===== src/rtl/sel_demux_pkt_pkg.sv =====
`default_nettype none
// ============================================================================
//  Module      : sel_pkg
//  Description : Shared types and helpers for the sel_demux_pkt packet
//                demultiplexer: FSM state encoding, default parameters and
//                a constant-evaluable clog2.
//  Revision    : 1.0  initial release
// ============================================================================
package sel_pkg;

    localparam int DEF_DW = 8;
    localparam int DEF_N  = 3;
    localparam int DEF_SW = 2;

    typedef enum logic [1:0] {
        IDLE  = 2'd0,
        ROUTE = 2'd1,
        DROP  = 2'd2
    } state_t;

    // Bits needed to index v items (0 for v <= 1).
    function automatic int clog2(input int v);
        int r;
        r = 0;
        while ((1 << r) < v) r++;
        return r;
    endfunction

endpackage
`default_nettype wire


===== src/rtl/sel_demux_pkt_if.sv =====
`default_nettype none
// ============================================================================
//  Module      : sel_demux_pkt_if
//  Description : Stream bundle for the packet demultiplexer.
//                Source side : in_data, in_valid, in_last, in_ready, sel
//                Sink side   : out_data, out_last, out_valid[N], out_ready[N]
//                Status      : busy, drop (drop only with SEL_DEMUX_DROP_EN)
//                modport slave  - the demultiplexer
//                modport master - the environment driving/consuming it
//  Revision    : 1.0  initial release
// ============================================================================
interface sel_demux_pkt_if
    import sel_pkg::*;
#(
    parameter int DW = DEF_DW,
    parameter int N  = DEF_N,
    parameter int SW = DEF_SW
) ();

    logic [DW-1:0] in_data;
    logic          in_valid;
    logic          in_last;
    logic          in_ready;
    logic [SW-1:0] sel;
    logic [DW-1:0] out_data;
    logic          out_last;
    logic [N-1:0]  out_valid;
    logic [N-1:0]  out_ready;
    logic          busy;
`ifdef SEL_DEMUX_DROP_EN
    logic          drop;
`endif

    modport slave (
        input  in_data, in_valid, in_last, sel, out_ready,
        output in_ready, out_data, out_last, out_valid, busy
`ifdef SEL_DEMUX_DROP_EN
        , output drop
`endif
    );

    modport master (
        output in_data, in_valid, in_last, sel, out_ready,
        input  in_ready, out_data, out_last, out_valid, busy
`ifdef SEL_DEMUX_DROP_EN
        , input drop
`endif
    );

endinterface
`default_nettype wire


===== src/rtl/sel_demux_pkt_out_reg.sv =====
`default_nettype none
// ============================================================================
//  Module      : sel_out_reg
//  Description : Single-entry valid/ready holding register with a one-hot
//                valid per destination and a registered destination index.
//                i_load  - capture i_data/i_last for destination i_dest
//                i_ready - per-destination ready from the consumers
//                o_full  - a beat is held
//                o_drain - the held beat is taken this cycle
//  Revision    : 1.0  initial release
// ============================================================================
module sel_out_reg
    import sel_pkg::*;
#(
    parameter int DW = DEF_DW,
    parameter int N  = DEF_N,
    parameter int SW = DEF_SW
) (
    input  wire logic          clk,
    input  wire logic          rst_n,
    input  wire logic          i_load,
    input  wire logic [DW-1:0] i_data,
    input  wire logic          i_last,
    input  wire logic [SW-1:0] i_dest,
    input  wire logic [N-1:0]  i_ready,
    output      logic          o_full,
    output      logic          o_drain,
    output      logic [N-1:0]  o_valid,
    output      logic [DW-1:0] o_data,
    output      logic          o_last
);

    localparam int IW = (clog2(N) < 1) ? 1 : clog2(N);

    logic [N-1:0]  r_valid;
    logic [DW-1:0] r_data;
    logic          r_last;
    logic [IW-1:0] r_dest;
    logic [N-1:0]  w_onehot;
    logic          w_full;
    logic          w_drain;

    always_comb begin
        w_onehot = '0;
        for (int i = 0; i < N; i++) begin
            w_onehot[i] = (i_dest == SW'(i));
        end
    end

    assign w_full  = |r_valid;
    // Only the consumer of the held beat can release it.
    assign w_drain = w_full & i_ready[r_dest];

    always_ff @(posedge clk or negedge rst_n) begin
        if (!rst_n) begin
            r_valid <= '0;
            r_data  <= '0;
            r_last  <= 1'b0;
            r_dest  <= '0;
        end else if (i_load) begin
            r_valid <= w_onehot;
            r_data  <= i_data;
            r_last  <= i_last;
            r_dest  <= i_dest[IW-1:0];
        end else if (w_drain) begin
            r_valid <= '0;
        end
    end

    assign o_full  = w_full;
    assign o_drain = w_drain;
    assign o_valid = r_valid;
    assign o_data  = r_data;
    assign o_last  = r_last;

endmodule
`default_nettype wire


===== src/rtl/sel_demux_pkt.sv =====
`default_nettype none
// ============================================================================
//  Module      : sel_demux_pkt
//  Description : Registered 1-to-N packet demultiplexer. The destination is
//                sampled from sel on the first beat of a packet and held
//                until the last beat. One register stage, full throughput.
//                Ports: clk, rst_n (async active-low), bus (slave modport
//                of sel_demux_pkt_if).
//                Optional macro SEL_DEMUX_DROP_EN: packets whose first-beat
//                sel >= N are swallowed and signalled with a drop pulse;
//                without it such packets go to destination N-1.
//  Revision    : 1.0  initial release
// ============================================================================
module sel_demux_pkt
    import sel_pkg::*;
#(
    parameter int DW = DEF_DW,
    parameter int N  = DEF_N,
    parameter int SW = DEF_SW
) (
    input  wire logic         clk,
    input  wire logic         rst_n,
    sel_demux_pkt_if.slave    bus
);

    state_t        r_state;
    logic [SW-1:0] r_dest;
    logic          r_busy;
    logic          w_sel_oob;
    logic [SW-1:0] w_sel_map;
    logic [SW-1:0] w_dest_cur;
    logic          w_dropping;
    logic          w_full;
    logic          w_drain;
    logic          w_in_ready;
    logic          w_acc;
    logic          w_load;
    logic [N-1:0]  w_out_valid;
    logic [DW-1:0] w_out_data;
    logic          w_out_last;

    assign w_sel_oob = (int'(bus.sel) >= N);

`ifdef SEL_DEMUX_DROP_EN
    logic r_drop;
    assign w_sel_map  = bus.sel;
    // Beats of a dropped packet never touch the holding register.
    assign w_dropping = (r_state == DROP) | ((r_state == IDLE) & w_sel_oob);
`else
    assign w_sel_map  = w_sel_oob ? SW'(N - 1) : bus.sel;
    assign w_dropping = 1'b0;
`endif

    assign w_dest_cur = (r_state == IDLE) ? w_sel_map : r_dest;
    // Ready depends on the held beat's consumer, never on in_valid.
    assign w_in_ready = w_dropping | ~w_full | w_drain;
    assign w_acc      = bus.in_valid & w_in_ready;
    assign w_load     = w_acc & ~w_dropping;

    always_ff @(posedge clk or negedge rst_n) begin
        if (!rst_n) begin
            r_state <= IDLE;
            r_dest  <= '0;
            r_busy  <= 1'b0;
`ifdef SEL_DEMUX_DROP_EN
            r_drop  <= 1'b0;
`endif
        end else begin
`ifdef SEL_DEMUX_DROP_EN
            r_drop <= w_acc & w_dropping & bus.in_last;
`endif
            if (w_acc) begin
                case (r_state)
                    IDLE: begin
                        r_dest <= w_sel_map;
                        if (!bus.in_last) begin
`ifdef SEL_DEMUX_DROP_EN
                            r_state <= w_sel_oob ? DROP : ROUTE;
`else
                            r_state <= ROUTE;
`endif
                            r_busy  <= 1'b1;
                        end
                    end
                    default: begin
                        if (bus.in_last) begin
                            r_state <= IDLE;
                            r_busy  <= 1'b0;
                        end
                    end
                endcase
            end
        end
    end

    sel_out_reg #(
        .DW (DW),
        .N  (N),
        .SW (SW)
    ) u_out_reg (
        .clk     (clk),
        .rst_n   (rst_n),
        .i_load  (w_load),
        .i_data  (bus.in_data),
        .i_last  (bus.in_last),
        .i_dest  (w_dest_cur),
        .i_ready (bus.out_ready),
        .o_full  (w_full),
        .o_drain (w_drain),
        .o_valid (w_out_valid),
        .o_data  (w_out_data),
        .o_last  (w_out_last)
    );

    assign bus.in_ready  = w_in_ready;
    assign bus.out_valid = w_out_valid;
    assign bus.out_data  = w_out_data;
    assign bus.out_last  = w_out_last;
    assign bus.busy      = r_busy;
`ifdef SEL_DEMUX_DROP_EN
    assign bus.drop      = r_drop;
`endif

endmodule
`default_nettype wire


===== src/flat_wrapper.sv =====
// flat-port wrapper written by rule: the top's interface ports become plain ports
module sel_demux_pkt_flat import sel_pkg::*;
#(
    parameter int DW = DEF_DW,
    parameter int N  = DEF_N,
    parameter int SW = DEF_SW
)
  (clk, rst_n, bus_in_data, bus_in_valid, bus_in_last, bus_sel, bus_out_ready, bus_in_ready, bus_out_data, bus_out_last, bus_out_valid, bus_busy);
  sel_demux_pkt_if #(.DW(DW), .N(N), .SW(SW)) bus_i ();
  input  wire logic clk;
  input  wire logic rst_n;
  input wire logic [$bits(bus_i.in_data)-1:0] bus_in_data;
  input wire logic [$bits(bus_i.in_valid)-1:0] bus_in_valid;
  input wire logic [$bits(bus_i.in_last)-1:0] bus_in_last;
  input wire logic [$bits(bus_i.sel)-1:0] bus_sel;
  input wire logic [$bits(bus_i.out_ready)-1:0] bus_out_ready;
  output wire logic [$bits(bus_i.in_ready)-1:0] bus_in_ready;
  output wire logic [$bits(bus_i.out_data)-1:0] bus_out_data;
  output wire logic [$bits(bus_i.out_last)-1:0] bus_out_last;
  output wire logic [$bits(bus_i.out_valid)-1:0] bus_out_valid;
  output wire logic [$bits(bus_i.busy)-1:0] bus_busy;
  assign bus_i.in_data = bus_in_data;
  assign bus_i.in_valid = bus_in_valid;
  assign bus_i.in_last = bus_in_last;
  assign bus_i.sel = bus_sel;
  assign bus_i.out_ready = bus_out_ready;
  assign bus_in_ready = bus_i.in_ready;
  assign bus_out_data = bus_i.out_data;
  assign bus_out_last = bus_i.out_last;
  assign bus_out_valid = bus_i.out_valid;
  assign bus_busy = bus_i.busy;
  sel_demux_pkt #(.DW(DW), .N(N), .SW(SW)) u_core (.clk(clk), .rst_n(rst_n), .bus(bus_i));
endmodule

===== config.mk =====
export PLATFORM = sky130hd
export DESIGN_NAME = sel_demux_pkt_flat
export DESIGN_NICKNAME = d
export VERILOG_FILES = /design/src/rtl/sel_demux_pkt_pkg.sv /design/src/rtl/sel_demux_pkt_if.sv /design/src/rtl/sel_demux_pkt_out_reg.sv /design/src/rtl/sel_demux_pkt.sv /design/src/flat_wrapper.sv
export SDC_FILE = /design/constraint.sdc
export NUM_CORES = 1
export LEC_CHECK = 0
export BUFFER_PORTS_ARGS = -buffer_cell sky130_fd_sc_hd__buf_2
export CAP_MARGIN = 20
export CORE_MARGIN = 2
export CORE_UTILIZATION = 40
export DETAILED_ROUTE_END_ITERATION = 7
export HOLD_SLACK_MARGIN = 0.03
export MAX_ROUTING_LAYER = met4
export PLACE_DENSITY = 0.68
export SLEW_MARGIN = 25
export SYNTH_ARGS = -nofsm -noshare
export SYNTH_HDL_FRONTEND = slang
export SYNTH_SLANG_ARGS = --single-unit
export TNS_END_PERCENT = 100

===== constraint.sdc =====
create_clock -name clk -period 1.9 [get_ports clk]
set_input_delay 0.57 -clock clk [delete_from_list [all_inputs] [get_ports clk]]
set_output_delay 0.57 -clock clk [all_outputs]
set_load 0.01 [all_outputs]

# ---- Word level (Yosys, flattened, before mapping)
# Cells that the tools add are included.
# W data, S select, Z words.
dict set report totals {
  register_bits 17
  latchBits 0
  n_memories 0
  rom_bits 0
  wordCells 33
  ramBits 0
}
dict set report classes {
  reduce_logical 6
  addsub 0
  n_shift 0
  eq_ne 3
  n_lt_le_gt_ge 2
  mux 12
  div 0
  n_bitwise 4
  mul 0
}
# cell count
set op_table {}
lappend op_table {{$mux W2} 5}
lappend op_table {{$mux W3} 2}
lappend op_table {{$logic_not A2 Y1} 2}
lappend op_table {{$mux W1} 4}
lappend op_table {{$reduce_bool A2 Y1} 2}
lappend op_table {{$lt A2 B3 Y1 const B} 1}
lappend op_table {{$reduce_and A3 Y1} 1}
lappend op_table {{$reduce_or A3 Y1} 1}
lappend op_table {{$and A1 B1 Y1} 2}
lappend op_table {{$bmux W1 S2} 1}
lappend op_table {{$eq A2 B1 Y1 const B} 1}
lappend op_table {{$eq A2 B2 Y1 const B} 1}
lappend op_table {{$ge A2 B2 Y1 const B} 1}
lappend op_table {{$ne A2 B2 Y1 const B} 1}
lappend op_table {{$not A1 Y1} 1}
lappend op_table {{$or A1 B1 Y1} 1}

# ---- Longest topological paths before layout
# Gate-level depths: netlist of run 1.
dict set report logic_depth {
  depth_word 6
  depth_mapped 5
  depth_no_buf 4
}

# ---- Modules after synthesis
# From an unflattened synthesis of run 1, not the netlist that was laid out.
dict set report hier_totals {
  cells_unflattened 53
  area_unflattened_um2 724.4
}
# mod cells_each instances seq_area_each_um2 area_each_um2
set modules_own_cells {}
lappend modules_own_cells {sel_out_reg 39 1 350.3 569.3}
lappend modules_own_cells {sel_demux_pkt 14 1 75.1 155.1}

# ---- Worst setup path before layout of run 1
# No wires, ideal clock.
dict set report synth_path {
  path_kind {flip-flop to output port}
  from {reg u_core.u_out_reg.r_valid[1] (netlist: u_core.u_out_reg.o_valid[1])}
  to {out bus_in_ready}
  required_time_ps 1330
  arrival_time_ps 1098
  n_path_buf 0
  slack_ps 232
  stages_incl_launch_ff 4
  path_cell_list {dfrtp_1 > or3_1 > o211a_4 > inv_2}
}
dict set report synth_between {
  elab_chain_cells 3
  word_cells_on_any_way 4
  cone_classes {bitwise (3); reduce/logical (1)}
}
# item line
set synth_lines {}
lappend synth_lines {{start, declared} sel_demux_pkt_out_reg.sv:35} ;# logic [N-1:0] r_valid;
lappend synth_lines {{start signal, assigned} sel_demux_pkt_out_reg.sv:61} ;# r_valid <= w_onehot;
lappend synth_lines {{$reduce_or A3 Y1 *} sel_demux_pkt_out_reg.sv:50} ;# assign w_full = |r_valid;
lappend synth_lines {{$and A1 B1 Y1 / $not A1 Y1 (equally long branches)} {sel_demux_pkt_out_reg.sv:52, sel_demux_pkt.sv:56}}
lappend synth_lines {{$or A1 B1 Y1 *} sel_demux_pkt.sv:56} ;# assign w_in_ready = w_dropping | ~w_full | w_drain;
lappend synth_lines {{end, declared} flat_wrapper.sv:17} ;# output wire logic [$bits(bus_i.in_ready)-1:0] bus_in_ready;
# Every way passes the cells marked *; elsewhere a longest branch is shown, timed or not.

# ---- Final worst setup path of run 1
# Same ends and word-level chain as after synthesis.

==> impl_metrics.ini, run 1 <==
[timing]
fin_ws_ns = -0.0376
rsz0062_at_grt = true
period_share_pct = 102
max_freq_mhz = 516
final.setup.tns_ns = -0.0376
hold_viol_final = 0
whs_ns = 0.165
drv_slew = 0
fin_crit_ns = 1.94
skew_ns = 0.00124
tightest_slew_ns = 0.335
relSlewSlack_pct = 77.6
setup_viol = 1

[place]
hpwl_um = 1280
pre_cts_ws_ns = 0.117
gp_congestion = 0.887
post_dp_cell_area_um2 = 936
placedCellCount = 130
port_buffers = 30

[synth]
synth_cell_type_count = 28
synth_edf_count = 0
syn-num-nets = 93
avgSynthCellArea_um2 = 9.89
synth_ff_type = dfrtp_1
async_reset_ff_share_pct = 100
syn_inst = 76
synth_area_um2 = 752
ys_ff_latch = 15
ys_warn_count = 0
synth_seq_area_share_pct = 49.9

[setup_path]
end_kind = output pin
worst-r2r-setup-slack_ns = 0.31
cp.arrival_ns = 1.37
crit_type = reg -> out
crit_start = u_core.u_out_reg.o_valid[1]$_DFFE_PN0P_
r2r_cells = 5
cp_max_fo = 2
cp.required_ns = 1.33
critPathLaunchType = register
rr_startpoint = u_core.u_out_reg.o_valid[1]$_DFFE_PN0P_

[floorplan]
chipWidth_um = 47.4
initial_core_util_pct = 43.1
coreArea_um2 = 1750
chipHeight_um = 47.4
floorplan.rows = 15
io_pins = 31
dieArea_um2 = 2240

[drt]
post_drt_wl_per_cell_um = 13.7
drt_wl_total_um = 1910
drtIter0Drc = 8
vias = 745
drtAntennaViolNets = 0
via_per_inst = 5.32
detail_route.drc_violations = 0
dr.pass1.iters = 4

[layout]
drive_gt1_share_pct = 44.3
n_antenna_cell = 0
syn_to_final_growth_pct = 36.1
nNetsFinal = 133
finalNonFillerCells = 140
n_fill_cell = 159
final_area_um2 = 1020

[grt]
grt_pass1_vias = 659
grt_pass1_wl_um = 2840
grt.overflow.total = 0
busiest_layer = met2
gr-usage-met2_pct = 28.6
grt.total_usage_pct = 19.5
antenna_found_initial = 0
grt_max_degree = 16
grt.met3_usage_pct = 5.77
grt.met1_usage_pct = 23.0

[clocking]
cts_hold_buf = 0
clk_pin_slew_worst_paths_ns = 0.09
cts_inserted_buffers = 3
root_buffer = clkbuf_4
cts_tree = yes
numClockSinks = 15
htreeDepth = 1
cts_buffer_depth = 2
clk_latency_ns = 0.29

[worst_hold_path]
hold_class = in -> async

[job]
cap_viol_max_count = 0

[run_status]
status = complete, but fails checks
violations = setup timing

[power]
leakage_nw = 0.498
p_per_area_nw_per_um2 = 1780
ir_worst_vdd_v = 0.00119
[stage by stage]
stage / power, mW / util, %
floorplan: 1.19 / -
global placement: 1.46 / 53.6
detailed placement: 1.48 / 53.6
CTS: 1.76 / 57.1
global route: 1.97 / 58.6
finish: 1.82 / 58.6
[final timing paths]
| check | endpoint |
|---|---|
| setup / recovery | bus_in_ready |
| hold / removal | u_core.u_out_reg.o_data[6]$_DFFE_PN0P_ |
| setup reg to reg | u_core.u_out_reg.o_data[5]$_DFFE_PN0P_ |
| hold reg to reg | u_core.u_out_reg.o_last$_DFFE_PN0P_ |
| max in group asynchronous | u_core.r_dest[0]$_DFFE_PN0P_ |
| min in group clk | u_core.u_out_reg.o_data[4]$_DFFE_PN0P_ |
[power by group]
| group | switching [mW] | internal (mW) |
|---|---|---|
| combinational | 0.510 | 0.540 |
| clock | 0.110 | 0.0784 |
| sequential | 0.106 | 0.473 |
| total | 0.726 | 1.09 |
[sequential cells by signal, indices dropped and copies added, names as in the netlist]
signal,flops
u_core.u_out_reg.o_last,1
u_core.r_state,1
u_core.u_out_reg.o_data,8
u_core.r_dest,2
u_core.u_out_reg.o_valid,3
[layout make-up]
| class | count | area, um2 | area share (%) |
|---|---|---|---|
| flip-flops and latches | 15 | 377 | 36.8 |
| multi-input cells | 53 | 339 | 33.1 |
| repair buffers | 41 | 239 | 23.3 |
| well taps | 25 | 31.3 | 3.06 |
| clock buffers | 3 | 22.5 | 2.20 |
| inverters | 2 | 10.0 | 0.978 |
| clock inverters | 1 | 5.00 | 0.489 |
[worst max-delay path, stage by stage (launching register included)]
cell and delay [ns]:
dfrtp_1 0.39, or3_4 0.39, o211a_4 0.16, inv_4 0.05
buf_6 0.09
[cell usage in the layout (no fill, tap or decap)]
cell type / synthesis / routed
a21o_1: 1 / 1
a21oi_1: 4 / 4
buf_2: 1 / 29
buf_4: 1 / 11
buf_6: 1 / 1
clkbuf_4: 0 / 3
clkinv_2: 0 / 1
dfrtp_1: 15 / 14
dfrtp_2: 0 / 1
inv_1: 1 / 1
inv_4: 0 / 1
mux2_4: 1 / 1
mux2i_2: 1 / 1
nand2_1: 11 / 11
nand2b_1: 2 / 2
nand3_1: 1 / 1
nand3b_1: 2 / 2
nor2_1: 1 / 1
nor3b_1: 1 / 1
o2111ai_1: 1 / 1
o211a_4: 1 / 1
o211ai_1: 1 / 1
o21ai_0: 9 / 9
o21bai_1: 1 / 1
o22a_1: 1 / 1
o22ai_1: 9 / 9
o31ai_1: 2 / 2
o32a_1: 2 / 2
or3_4: 0 / 1
[synthesized netlist by cell type, types with 2 or more instances]
| master | count | area, um2 |
|---|---|---|
| a21oi_1 | 4 | 20.0 |
| clkbuf_1 | 2 | 7.51 |
| dfrtp_1 | 15 | 375 |
| nand2_1 | 11 | 41.3 |
| nand2b_1 | 2 | 12.5 |
| nand3b_1 | 2 | 15.0 |
| o21ai_0 | 9 | 45.0 |
| o22ai_1 | 9 | 56.3 |
| o31ai_1 | 2 | 15.0 |
| o32a_1 | 2 | 20.0 |
[repair_timing]
action	CTS	global route
setup buffers	3	3
setup endpoints to repair	1	1
pin swaps	1	1
resized for setup	2	2
[kinds of logic after synthesis]
| kind of cell | after synthesis | share of synthesized area (%) |
|---|---|---|
| flip-flops | 15 | 49.9 |
| AND/OR/NAND/NOR | 19 | 12.1 |
| multiplexers | 2 | 3.83 |
| buffers and inverters | 8 | 5.66 |
| AO/OA/AOI/OAI | 32 | 28.5 |
[metal layers]
| layer | vias to the layer above | wire, um |
|---|---|---|
| li1 | 357 | - |
| met1 | 351 | 802 |
| met2 | 31 | 931 |
| met3 | 6 | 138 |
| met4 | 0 | 39 |
| met5 | - | 0 |
(Power assumes the default switching activity.)
==> run 2: changes to the inputs <==
--- a/config.mk
+++ b/config.mk
@@ -9,6 +9,7 @@
 export CAP_MARGIN = 20
 export CORE_MARGIN = 2
 export CORE_UTILIZATION = 40
+export CTS_BUF_LIST = sky130_fd_sc_hd__clkbuf_8 sky130_fd_sc_hd__clkbuf_16
 export DETAILED_ROUTE_END_ITERATION = 7
 export HOLD_SLACK_MARGIN = 0.03
 export MAX_ROUTING_LAYER = met4
@@ -17,4 +18,4 @@
 export SYNTH_ARGS = -nofsm -noshare
 export SYNTH_HDL_FRONTEND = slang
 export SYNTH_SLANG_ARGS = --single-unit
-export TNS_END_PERCENT = 100
+export TNS_END_PERCENT = 10
==> run 2 against run 1 <==
The flow now finishes without violations; final cell count unchanged; utilization up 1.1 points; total power up 4.1%; via count down 0.54%; maximum frequency up 2.7%; die area unchanged; critical path type unchanged.
==> impl_metrics.ini, run 2 (synthesized netlist as in run 1, its figures left out) <==
[drt]
drtAntennaViolNets = 0
detail_route.drc_violations = 0
via_per_inst = 5.29
post_drt_wl_per_cell_um = 13.6
dr.pass1.iters = 4
vias = 741
drt_wl_total_um = 1910
drtIter0Drc = 14

[power]
p_per_area_nw_per_um2 = 1820
p_int_mw = 1.16
seqPwrFrac_pct = 30.6
p_total_mw = 1.89
ir_worst_vdd_v = 0.00108
leakage_nw = 0.505
clkPwrFrac_pct = 13.7
p_switching_uw = 732
p_sw_share_pct = 38.7
power.share.combinational_pct = 55.7

[setup_path]
r2r_cells = 5
worstPathBufferInverterCount = 2
cp.required_ns = 1.33
cp.arrival_ns = 1.32
worst-r2r-setup-slack_ns = 0.33
reg2reg_to = u_core.u_out_reg.o_data[5]$_DFFE_PN0P_
cp_slowest_cell = or3_4
end_kind = output pin
cp_max_fo = 2
rr_startpoint = u_core.u_out_reg.o_valid[1]$_DFFE_PN0P_
path_cells = or3_4, o211a_4, inv_4, buf_6
crit_type = reg -> out
critPathLaunchType = register
slowest_delay_ns = 0.40
critical_path.top_delay_family = simple AND/OR/NAND/NOR gates

[clocking]
cts_inserted_buffers = 3
cts_hold_buf = 0
htreeDepth = 1
cts_buffer_depth = 2
root_buffer = clkbuf_8
clk_latency_ns = 0.25
cts_tree = yes
numClockSinks = 15
clk_pin_slew_worst_paths_ns = 0.06

[place]
pre_cts_ws_ns = 0.117
gp_congestion = 0.887
port_buffers = 30
hpwl_um = 1280

[timing]
relSlewSlack_pct = 77.7
drv_slew = 0
period_share_pct = 99.3
hold_viol_final = 0
max_freq_mhz = 530
whs_ns = 0.216
tightest_slew_ns = 0.334
skew_ns = 0.00135
fin_ws_ns = 0.0134
final.setup.tns_ns = 0
setup_viol = 0
fin_crit_ns = 1.89
rsz0062_at_grt = true

[layout]
final_cell_mix = buf_2 (29), dfrtp_1 (14), nand2_1 (11), buf_4 (11)
n_antenna_cell = 0
syn_to_final_growth_pct = 38.6
multi_input_area_um2 = 339
layout_commonest_cell = buf_2
nNetsFinal = 133
largest_reg_flops = 8
n_fill_cell = 152
ff_latch_area_um2 = 377
drive_gt1_share_pct = 44.3

[grt]
grt_pass1_wl_um = 2840
grt_max_degree = 16
grt.total_usage_pct = 18.9
grt_pass1_vias = 671
grt.overflow.total = 0
antenna_found_initial = 0

[floorplan]
coreArea_um2 = 1750
io_pins = 31
chipHeight_um = 47.4
floorplan.rows = 15
chipWidth_um = 47.4
initial_core_util_pct = 43.1
dieArea_um2 = 2240

[run_status]
status = finished, final reports clean

[worst_hold_path]
hold_class = in -> async

[job]
cap_viol_max_count = 0
## run 2: final cells by class
cell class / instances / share of cell area [%]
sequential: 15 / 36.1
multi-input combinational: 53 / 32.5
timing repair buffer: 41 / 22.9
clock buffer: 3 / 3.96
tap: 25 / 3.00
inverter: 2 / 0.960
clock inverter: 1 / 0.480
## run 2: worst max path at each step
stage / startpoint / to / slack (ns) / cells after the start
finish: u_core.u_out_reg.o_valid[1]$_DFFE_PN0P_ / bus_in_ready / 0.01 / 4
global route: u_core.u_out_reg.o_valid[1]$_DFFE_PN0P_ / bus_in_ready / -0.02 / 4
CTS: u_core.u_out_reg.o_valid[0]$_DFFE_PN0P_ / bus_in_ready / -0.006 / 4
detailed placement: bus_out_ready[0] / bus_in_ready / 0.12 / 5
global placement: bus_out_ready[0] / bus_in_ready / 0.12 / 5
floorplan: u_core.u_out_reg.o_valid[1]$_DFFE_PN0P_ / bus_in_ready / 0.23 / 3
## run 2: per-stage QoR
stage	cell area, um2	cells	util, %
2_1_floorplan	752	76	-
3_3_place_gp	936	130	53.6
3_5_place_dp	936	130	53.6
4_1_cts	1020	137	58.2
5_1_grt	1040	140	59.7
6_report	1040	140	59.7
## run 2: repair_timing
action | in CTS | in global routing
buffers inserted | 3 | 3
resized for setup | 2 | 2
setup endpoints to repair | 1 | 1
pin swaps | 1 | 1
gates cloned | 0 | 0
## run 2: power groups by stage
stage	Clock [mW]	Combinational, mW	Sequential (mW)
2_1_floorplan	0	0.560	0.627
3_3_place_gp	0	0.884	0.578
3_5_place_dp	0	0.891	0.586
4_1_cts	0.265	0.994	0.577
5_1_grt	0.280	1.16	0.603
6_report	0.258	1.05	0.580
## run 2: layer usage
layer	global-route usage, %	part of all wire [%]	wire length, um
met5	-	0	0
met4	9.44	1.3	24
met3	4.23	6.4	122
met2	29.7	50	958
met1	22.5	42	801
==> run 3: changes to the inputs <==
--- a/config.mk
+++ b/config.mk
@@ -7,13 +7,13 @@
 export LEC_CHECK = 0
 export BUFFER_PORTS_ARGS = -buffer_cell sky130_fd_sc_hd__buf_2
 export CAP_MARGIN = 20
-export CORE_MARGIN = 2
+export CORE_MARGIN = 3
 export CORE_UTILIZATION = 40
 export CTS_BUF_LIST = sky130_fd_sc_hd__clkbuf_8 sky130_fd_sc_hd__clkbuf_16
 export DETAILED_ROUTE_END_ITERATION = 7
 export HOLD_SLACK_MARGIN = 0.03
 export MAX_ROUTING_LAYER = met4
-export PLACE_DENSITY = 0.68
+export PLACE_DENSITY_LB_ADDON = 0.15
 export SLEW_MARGIN = 25
 export SYNTH_ARGS = -nofsm -noshare
 export SYNTH_HDL_FRONTEND = slang
==> constraint.sdc (replaced) <==
create_clock -name clk -period 1.5 [get_ports clk]
set_input_delay 0.45 -clock clk [delete_from_list [all_inputs] [get_ports clk]]
set_output_delay 0.45 -clock clk [all_outputs]
set_load 0.01 [all_outputs]
==> run 3 against run 2 <==
The flow now finishes with violations (setup timing); die area increased by 8.6%; final area up 5.0%; sequential share of layout area fell by 1.8 points; sequential cell count did not move; global-route usage down 0.31 points; first-iteration DRC count grew 50%; critical path type unchanged; critical endpoint unchanged.
==> impl_metrics.ini, run 3 (synthesized netlist as in run 1, its figures left out) <==
[setup_path]
path_cells = or3_4, o211a_4, inv_4, buf_6
cp.required_ns = 1.05
worstPathBufferInverterCount = 2
end_kind = output pin
crit_type = reg -> out
critPathLaunchType = register
cp.arrival_ns = 1.33
cp_slowest_cell = or3_4
cp_max_fo = 2
slowest_delay_ns = 0.40
critical_path.top_delay_family = simple AND/OR/NAND/NOR gates

[layout]
nNetsFinal = 138
final_cell_mix = buf_2 (29), buf_4 (15), dfrtp_1 (15), nand2_1 (11)
n_fill_cell = 160
drive_gt1_share_pct = 47.5
layout_commonest_cell = buf_2
largest_reg_flops = 8
syn_to_final_growth_pct = 45.6
finalNonFillerCells = 145
multi_input_area_um2 = 353
n_antenna_cell = 0
ff_latch_area_um2 = 375

[worst_hold_path]
hold_class = in -> async

[drt]
drtAntennaViolNets = 0
drtIter0Drc = 21
via_per_inst = 5.22
detail_route.drc_violations = 0
vias = 757
dr.pass1.iters = 4
drt_wl_total_um = 2020
post_drt_wl_per_cell_um = 13.9

[place]
placedCellCount = 138
pre_cts_ws_ns = -0.104
port_buffers = 30
gp_congestion = 0.849
hpwl_um = 1450

[timing]
skew_ns = 0.00234
rsz0062_at_grt = true
fin_crit_ns = 1.78
setup_viol = 3
tightest_slew_ns = 0.357
fin_ws_ns = -0.283
relSlewSlack_pct = 76.1
hold_viol_final = 0
whs_ns = 0.0978
period_share_pct = 119
max_freq_mhz = 561
drv_slew = 0

[clocking]
numClockSinks = 15
cts_buffer_depth = 2
clk_latency_ns = 0.25
cts_tree = yes
cts_inserted_buffers = 3
cts_hold_buf = 0
htreeDepth = 1
clk_pin_slew_worst_paths_ns = 0.06
root_buffer = clkbuf_8

[grt]
grt.total_usage_pct = 18.6
grt_max_degree = 16
grt_pass1_vias = 770
antenna_found_initial = 0
grt_pass1_wl_um = 3370
grt.overflow.total = 0

[job]
cap_viol_max_count = 0

[power]
p_per_area_nw_per_um2 = 2330
leakage_nw = 0.538
ir_worst_vdd_v = 0.00125
p_total_mw = 2.55

[run_status]
violations = setup timing
status = complete, but fails checks

[floorplan]
io_pins = 31
coreArea_um2 = 1750
initial_core_util_pct = 43.1
floorplan.rows = 15
dieArea_um2 = 2440
chipHeight_um = 49.4
chipWidth_um = 49.4
## run 3: cell types whose count changed in the layout (fill, tap and decap cells not counted), sizes merged
cell and delta:
clkinv -1, inv +1, buf +5
## run 3: worst register-to-register path: stages (launching register included)
cell and delay [ns]:
dfrtp_1 0.38, or3_4 0.40, o211a_4 0.16, buf_4 0.14, buf_6 0.13, o32a_1 0.32
## run 3: layout make-up
class | instances | share of cell area (%)
multi-input cells | 53 | 32.2
well taps | 25 | 2.86
clock buffers | 3 | 3.77
flip-flops and latches | 15 | 34.3
clock inverters | 1 | 0.343
repair buffers | 46 | 25.6
inverters | 2 | 0.914
## run 3: timing repair
action / CTS / global route
setup buffers: 3 / 0
resized for setup: 5 / 0
pin swaps: 3 / 2
endpoints found under the setup margin: 2 / 14
gates cloned: 0 / 0
## run 3: worst paths after layout
check / start / endpoint / slack, ns / depth (start not counted)
min: rst_n / u_core.u_out_reg.o_valid[2]$_DFFE_PN0P_ / 0.1 / 1
min reg2reg: u_core.u_out_reg.o_data[0]$_DFFE_PN0P_ / u_core.u_out_reg.o_data[0]$_DFFE_PN0P_ / 0.55 / 2
max: u_core.u_out_reg.o_valid[1]$_DFFE_PN0P_ / bus_in_ready / -0.28 / 4
max in group asynchronous: rst_n / u_core.u_out_reg.o_data[5]$_DFFE_PN0P_ / 1.15 / 1
max reg2reg: u_core.u_out_reg.o_valid[1]$_DFFE_PN0P_ / u_core.r_dest[0]$_DFFE_PN0P_ / -0.14 / 5
min in group clk: bus_in_data[0] / u_core.u_out_reg.o_data[0]$_DFFE_PN0P_ / 0.45 / 3
## run 3: per-layer routing
metal	routed length (um)	part of all wire [%]	track usage (%)	up-vias
li1	-	-	-	367
met1	896	44	22.5	356
met2	968	48	28.6	27
met3	107	5.3	3.67	7
met4	49	2.4	10.9	0
met5	0	0	-	-
## run 3: per-stage QoR
stage	util [%]	area, um2	setup TNS [ns]
finish	62.7	1090	-0.433
global route	62.7	1090	-0.795
global placement	57.5	1000	-0.113
floorplan	-	759	-0.00489
CTS	62.7	1090	-0.426
detailed placement	57.5	1000	-0.168
## run 3: where the power goes
part / switching, mW / internal, mW / leakage [nW]
clock network: 0.140 / 0.181 / 0.0269
logic: 0.716 / 0.786 / 0.327
registers: 0.125 / 0.598 / 0.184
total: 0.981 / 1.57 / 0.538
